`src/rtl/uart_word_tx.sv`:
```
// rtl/uart_word_tx.sv - UART transmitter serialising a multi-byte word, byte 0 first
module uart_word_tx #(
  parameter int CLKS_PER_BIT = 16,
  parameter int MAX_BYTES    = 4,
  parameter int PARITY_EN    = 0,
  parameter int PARITY_ODD   = 0,
  parameter int STOP_BITS    = 1
) (
  input  logic                               clk,
  input  logic                               rst,
  input  logic                               in_valid,
  output logic                               in_ready,
  input  logic [8*MAX_BYTES-1:0]             in_data,
  input  logic [$clog2(MAX_BYTES+1)-1:0]     in_nbytes,
  output logic                               tx,
  output logic                               busy,
  output logic                               done
);

  localparam int BW = (CLKS_PER_BIT > 1) ? $clog2(CLKS_PER_BIT) : 1;
  localparam int NW = $clog2(MAX_BYTES + 1);
  localparam logic [BW-1:0] BAUD_LAST = BW'(CLKS_PER_BIT - 1);
  localparam logic [NW-1:0] NB_MAX    = NW'(MAX_BYTES);
  localparam logic          STOP_LAST = (STOP_BITS == 2);
  localparam logic          ODD       = (PARITY_ODD != 0);

  typedef enum logic [2:0] {IDLE, START, DATA, PARITY, STOP} state_t;

  state_t                 state;
  logic [BW-1:0]          baud;
  logic [2:0]             bit_cnt;
  logic [NW-1:0]          byte_cnt;
  logic                   stop_cnt;
  logic [8*MAX_BYTES-1:0] word;
  logic [NW-1:0]          nbytes;

  logic [NW-1:0]          nb_clamped;
  logic [2:0]             bit_nxt;
  logic                   baud_end;
  logic                   par_bit;
  logic                   last_byte;

  // Byte-count clamp, next-bit index, end-of-bit strobe and parity of the current byte
  always_comb begin
    nb_clamped = (in_nbytes > NB_MAX) ? NB_MAX : in_nbytes;
    bit_nxt    = bit_cnt + 3'd1;
    baud_end   = (baud == BAUD_LAST);
    par_bit    = (^word[7:0]) ^ ODD;
    last_byte  = ((byte_cnt + NW'(1)) == nbytes);
  end

  // Framing FSM; the word register shifts right one byte per frame so byte 0 is always word[7:0]
  always_ff @(posedge clk or posedge rst) begin
    if (rst) begin
      state    <= IDLE;
      baud     <= '0;
      bit_cnt  <= '0;
      byte_cnt <= '0;
      stop_cnt <= 1'b0;
      word     <= '0;
      nbytes   <= '0;
      tx       <= 1'b1;
      busy     <= 1'b0;
      done     <= 1'b0;
      in_ready <= 1'b1;
    end else begin
      done <= 1'b0;
      case (state)
        IDLE: begin
          if (in_valid) begin
            if (nb_clamped == '0) begin
              done <= 1'b1;
            end else begin
              word     <= in_data;
              nbytes   <= nb_clamped;
              byte_cnt <= '0;
              baud     <= '0;
              tx       <= 1'b0;
              busy     <= 1'b1;
              in_ready <= 1'b0;
              state    <= START;
            end
          end
        end
        START: begin
          if (baud_end) begin
            baud    <= '0;
            bit_cnt <= '0;
            tx      <= word[0];
            state   <= DATA;
          end else begin
            baud <= baud + BW'(1);
          end
        end
        DATA: begin
          if (baud_end) begin
            baud <= '0;
            if (bit_cnt == 3'd7) begin
              if (PARITY_EN != 0) begin
                tx    <= par_bit;
                state <= PARITY;
              end else begin
                stop_cnt <= 1'b0;
                tx       <= 1'b1;
                state    <= STOP;
              end
            end else begin
              bit_cnt <= bit_nxt;
              tx      <= word[bit_nxt];
            end
          end else begin
            baud <= baud + BW'(1);
          end
        end
        PARITY: begin
          if (baud_end) begin
            baud     <= '0;
            stop_cnt <= 1'b0;
            tx       <= 1'b1;
            state    <= STOP;
          end else begin
            baud <= baud + BW'(1);
          end
        end
        STOP: begin
          if (baud_end) begin
            baud <= '0;
            if (stop_cnt == STOP_LAST) begin
              if (last_byte) begin
                tx       <= 1'b1;
                busy     <= 1'b0;
                done     <= 1'b1;
                in_ready <= 1'b1;
                state    <= IDLE;
              end else begin
                byte_cnt <= byte_cnt + NW'(1);
                word     <= word >> 8;
                tx       <= 1'b0;
                state    <= START;
              end
            end else begin
              stop_cnt <= 1'b1;
            end
          end else begin
            baud <= baud + BW'(1);
          end
        end
        default: begin
          tx       <= 1'b1;
          busy     <= 1'b0;
          in_ready <= 1'b1;
          state    <= IDLE;
        end
      endcase
    end
  end

endmodule

```
`config.mk`:
```
export PLATFORM = sky130hd
export DESIGN_NAME = uart_word_tx
export DESIGN_NICKNAME = d
export VERILOG_FILES = /design/src/rtl/uart_word_tx.sv
export SDC_FILE = /design/constraint.sdc
export NUM_CORES = 1
export LEC_CHECK = 0
export CAP_MARGIN = 40
export CELL_PAD_IN_SITES_DETAIL_PLACEMENT = 0
export CELL_PAD_IN_SITES_GLOBAL_PLACEMENT = 2
export CORE_UTILIZATION = 39
export DETAILED_ROUTE_END_ITERATION = 8
export PLACE_DENSITY_LB_ADDON = 0.1
export SYNTH_ARGS = -nofsm -noshare
export SYNTH_HDL_FRONTEND = slang
export SYNTH_SLANG_ARGS = --single-unit
```
`constraint.sdc`:
```
create_clock -name clk -period 3.9 [get_ports clk]
set_input_delay 0.78 -clock clk [delete_from_list [all_inputs] [get_ports clk]]
set_output_delay 0.78 -clock clk [all_outputs]
set_load 0.01 [all_outputs]
```
==> key figures <==
Global routing
  – Antenna violations before repair: 0
  – Number of global-route vias before repair: 1863
  – GRT Util Overall: 0.170
  – Overflow after GRT: 0
  – First-pass GRT wire length: 9520 um
  – Largest net degree at the start of global routing: 36

CTS
  – Worst-case clock buffer depth: 2
  – Worst-path clk slew: 0.10 ns
  – Root buf cell: clkbuf_8
  – Num CTS Buffers: 5
  – Clock Sinks: 52
  – Cts hold-fix bufs: 0
  – CTS tree: done
  – Cts repair resizes: 0
  – Worst-skew pair later-pin latency: 0.31 ns
  – Postcts setup bufs: 0
  – Htree depth: 2

Final layout
  – Share of layout cells above drive strength 1: 0.313
  – Fill count: 586
  – Layout Nets: 297
  – Area Overhead vs Synth: 22.8%
  – # diodes: 0
  – Layout Utilization: 0.508
  – Post-route cell area: 3300 um^2

Drt
  – Antenna viol nets, final: 0
  – # DRC: 0
  – 1st-pass router iterations: 4
  – Initial drt markers: 59
  – Routed vias/inst: 5.46
  – Vias: 1817
  – Routed WL per cell: 16.4 um
  – Routed WL: 5470 um

Placed design
  – HPWL after detailed placement: 3750 um
  – Placed cell areas: 3140 um^2
  – Setup slack at placement: 0.873 ns
  – Input/output buffers: 41
  – Routability Congestion: 0.688

Synth
  – Cell variety after synth: 46
  – Post-synth EDFFs: 0
  – Synth top area cells: dfrtp_1, mux2_2, a32o_1
  – Most common cell in the netlist: mux2_2
  – Yosys warns: 0
  – Syn nets: 258
  – Synth top cells by count: mux2_2, dfrtp_1, nor2_1
  – Post-Synthesis Cells: 216
  – Post-synthesis register bit count: 52
  – Area leader, netlist: dfrtp_1
  – Post-synth top flop: dfrtp_1
  – Post-synth ARST share: 1.00
  – Mapped Area: 2690 um^2
  – Yosys top cell area share: 0.466
  – Syn_area_per_cell: 12.4 um^2
  – Post-synthesis sequential area ratio: 0.486

Worst setup path
  – CP bufs+invs: 2
  – WS Path Type: in -> reg
  – CP peak stage delay: 0.58 ns
  – Critical Path RT: 4.10 ns
  – Data arrival time of the critical path: 2.88 ns
  – Critical-path cell list: clkdlybuf4s50_1 -> nor3_1 -> nor3_4 -> a21oi_4 -> buf_4 -> mux2_2
  – Critical Path End Type: flop
  – Critical Path Fanout Max: 35
  – Crit start category: input pin
  – Crit path max-delay family: buffers and inverters
  – Slowest CP cell: nor3_1

Timing
  – Rel. slew slack: 0.507
  – Fmax: 0.373 GHz
  – Slew Limit Fails: 0
  – Final Hold Vio Count: 0
  – Sum Neg Setup Slack: 0 ns
  – Final critical-path share of the clock period: 0.687
  – Worst Skew: 0.00782 ns
  – # setup viols final: 0
  – Slew @ Worst Pin: 0.739 ns
  – RSZ-0062 raised after global routing: no
  – Crit path time final: 2.68 ns
  – Final setup margin: 1.22 ns

Pwr
  – Pwr Density: 621 nW/um^2
  – Leakage power: 1.39 nW
  – Maximum vdd drop: 0.000274 V

Worst hold path
  – Hold Path Class: reg -> reg

Outcome
  – Status: completed

Floorplanning
  – Die Area: 7220 um^2
  – Initial Util: 0.413
  – Die Span Y: 85.0 um
  – Die width: 85.0 um
  – Boundary pin count: 42
  – Core Rows: 29
  – Core Footprint: 6490 um^2

Flow run
  – Max-cap viol count: 0
[kinds of logic after synthesis]
logic type,after synthesis,synth area share
buffers and inverters,15,0.0322
flip-flops,52,0.486
adder cells (fa/ha/maj),4,0.0186
multiplexers,59,0.247
AO/OA/AOI/OAI,36,0.106
AND/OR/NAND/NOR,46,0.0913
XOR/XNOR,4,0.0186
[worst paths after layout]
check	start	to	slack [ns]	depth (start not counted)
max	in_nbytes[0]	word[8]	1.22	6
min	word[24]	word[24]	0.49	1
max reg2reg	byte_cnt[0]	word[8]	1.40	6
min reg2reg	word[24]	word[24]	0.49	1
max in group asynchronous	rst	word[23]	2.26	3
min in group asynchronous	rst	bit_cnt[0]	0.90	2
[cell type report]
| class | instances | area [um^2] | area share |
|---|---|---|---|
| clock buffer | 5 | 68.8 | 0.0209 |
| clock inverter | 3 | 90.1 | 0.0273 |
| inverter | 3 | 11.3 | 0.00341 |
| multi-input combinational | 149 | 1290 | 0.393 |
| sequential | 52 | 1300 | 0.395 |
| tap | 77 | 96.3 | 0.0292 |
| timing repair buffer | 44 | 433 | 0.131 |
[metal layers]
layer	global-route usage	vias to the layer above	part of all wire
met4	0.0508	0	0.012
met5	0	-	0
li1	-	880	-
met2	0.273	30	0.48
met3	0.0379	6	0.037
met1	0.231	901	0.47
[sequential cells by signal (all words and copies together) (netlist names)]
register  cells
done          1
byte_cnt      3
word         32
tx            1
in_ready      1
baud          4
bit_cnt       3
busy          1
nbytes        3
state         3
[cells in the final DEF (no fill, tap or decap), types with 3 or more instances in the layout]
cell type        count
mux2_2              59
dfrtp_1             50
clkdlybuf4s50_1     41
nor2_1              11
a32o_1               8
nand2_1              7
nor3_1               6
clkbuf_8             5
nand3_1              4
a31oi_1              4
a21oi_1              4
nor2b_1              4
o21ai_0              4
and3_1               4
ha_1                 4
or3_1                3
bufinv_16            3
buf_4                3
[power by group]
group	leakage [nW]	internal, mW	switching, mW
Clock	0.0784	0.321	0.183
Sequential	0.636	0.765	0.156
Combinational	0.678	0.368	0.255
[metrics by stage]
step | total power [mW] | hold slack [ns] | cells
3_5_place_dp | 1.57 | 0.477 | 325
4_1_cts | 2.08 | 0.499 | 333
6_report | 2.05 | 0.493 | 333
3_3_place_gp | 1.55 | 0.470 | 325
2_1_floorplan | 1.40 | 0.462 | 216
5_1_grt | 2.20 | 0.512 | 333
No activity file was read; power rests on OpenSTA's default activity.
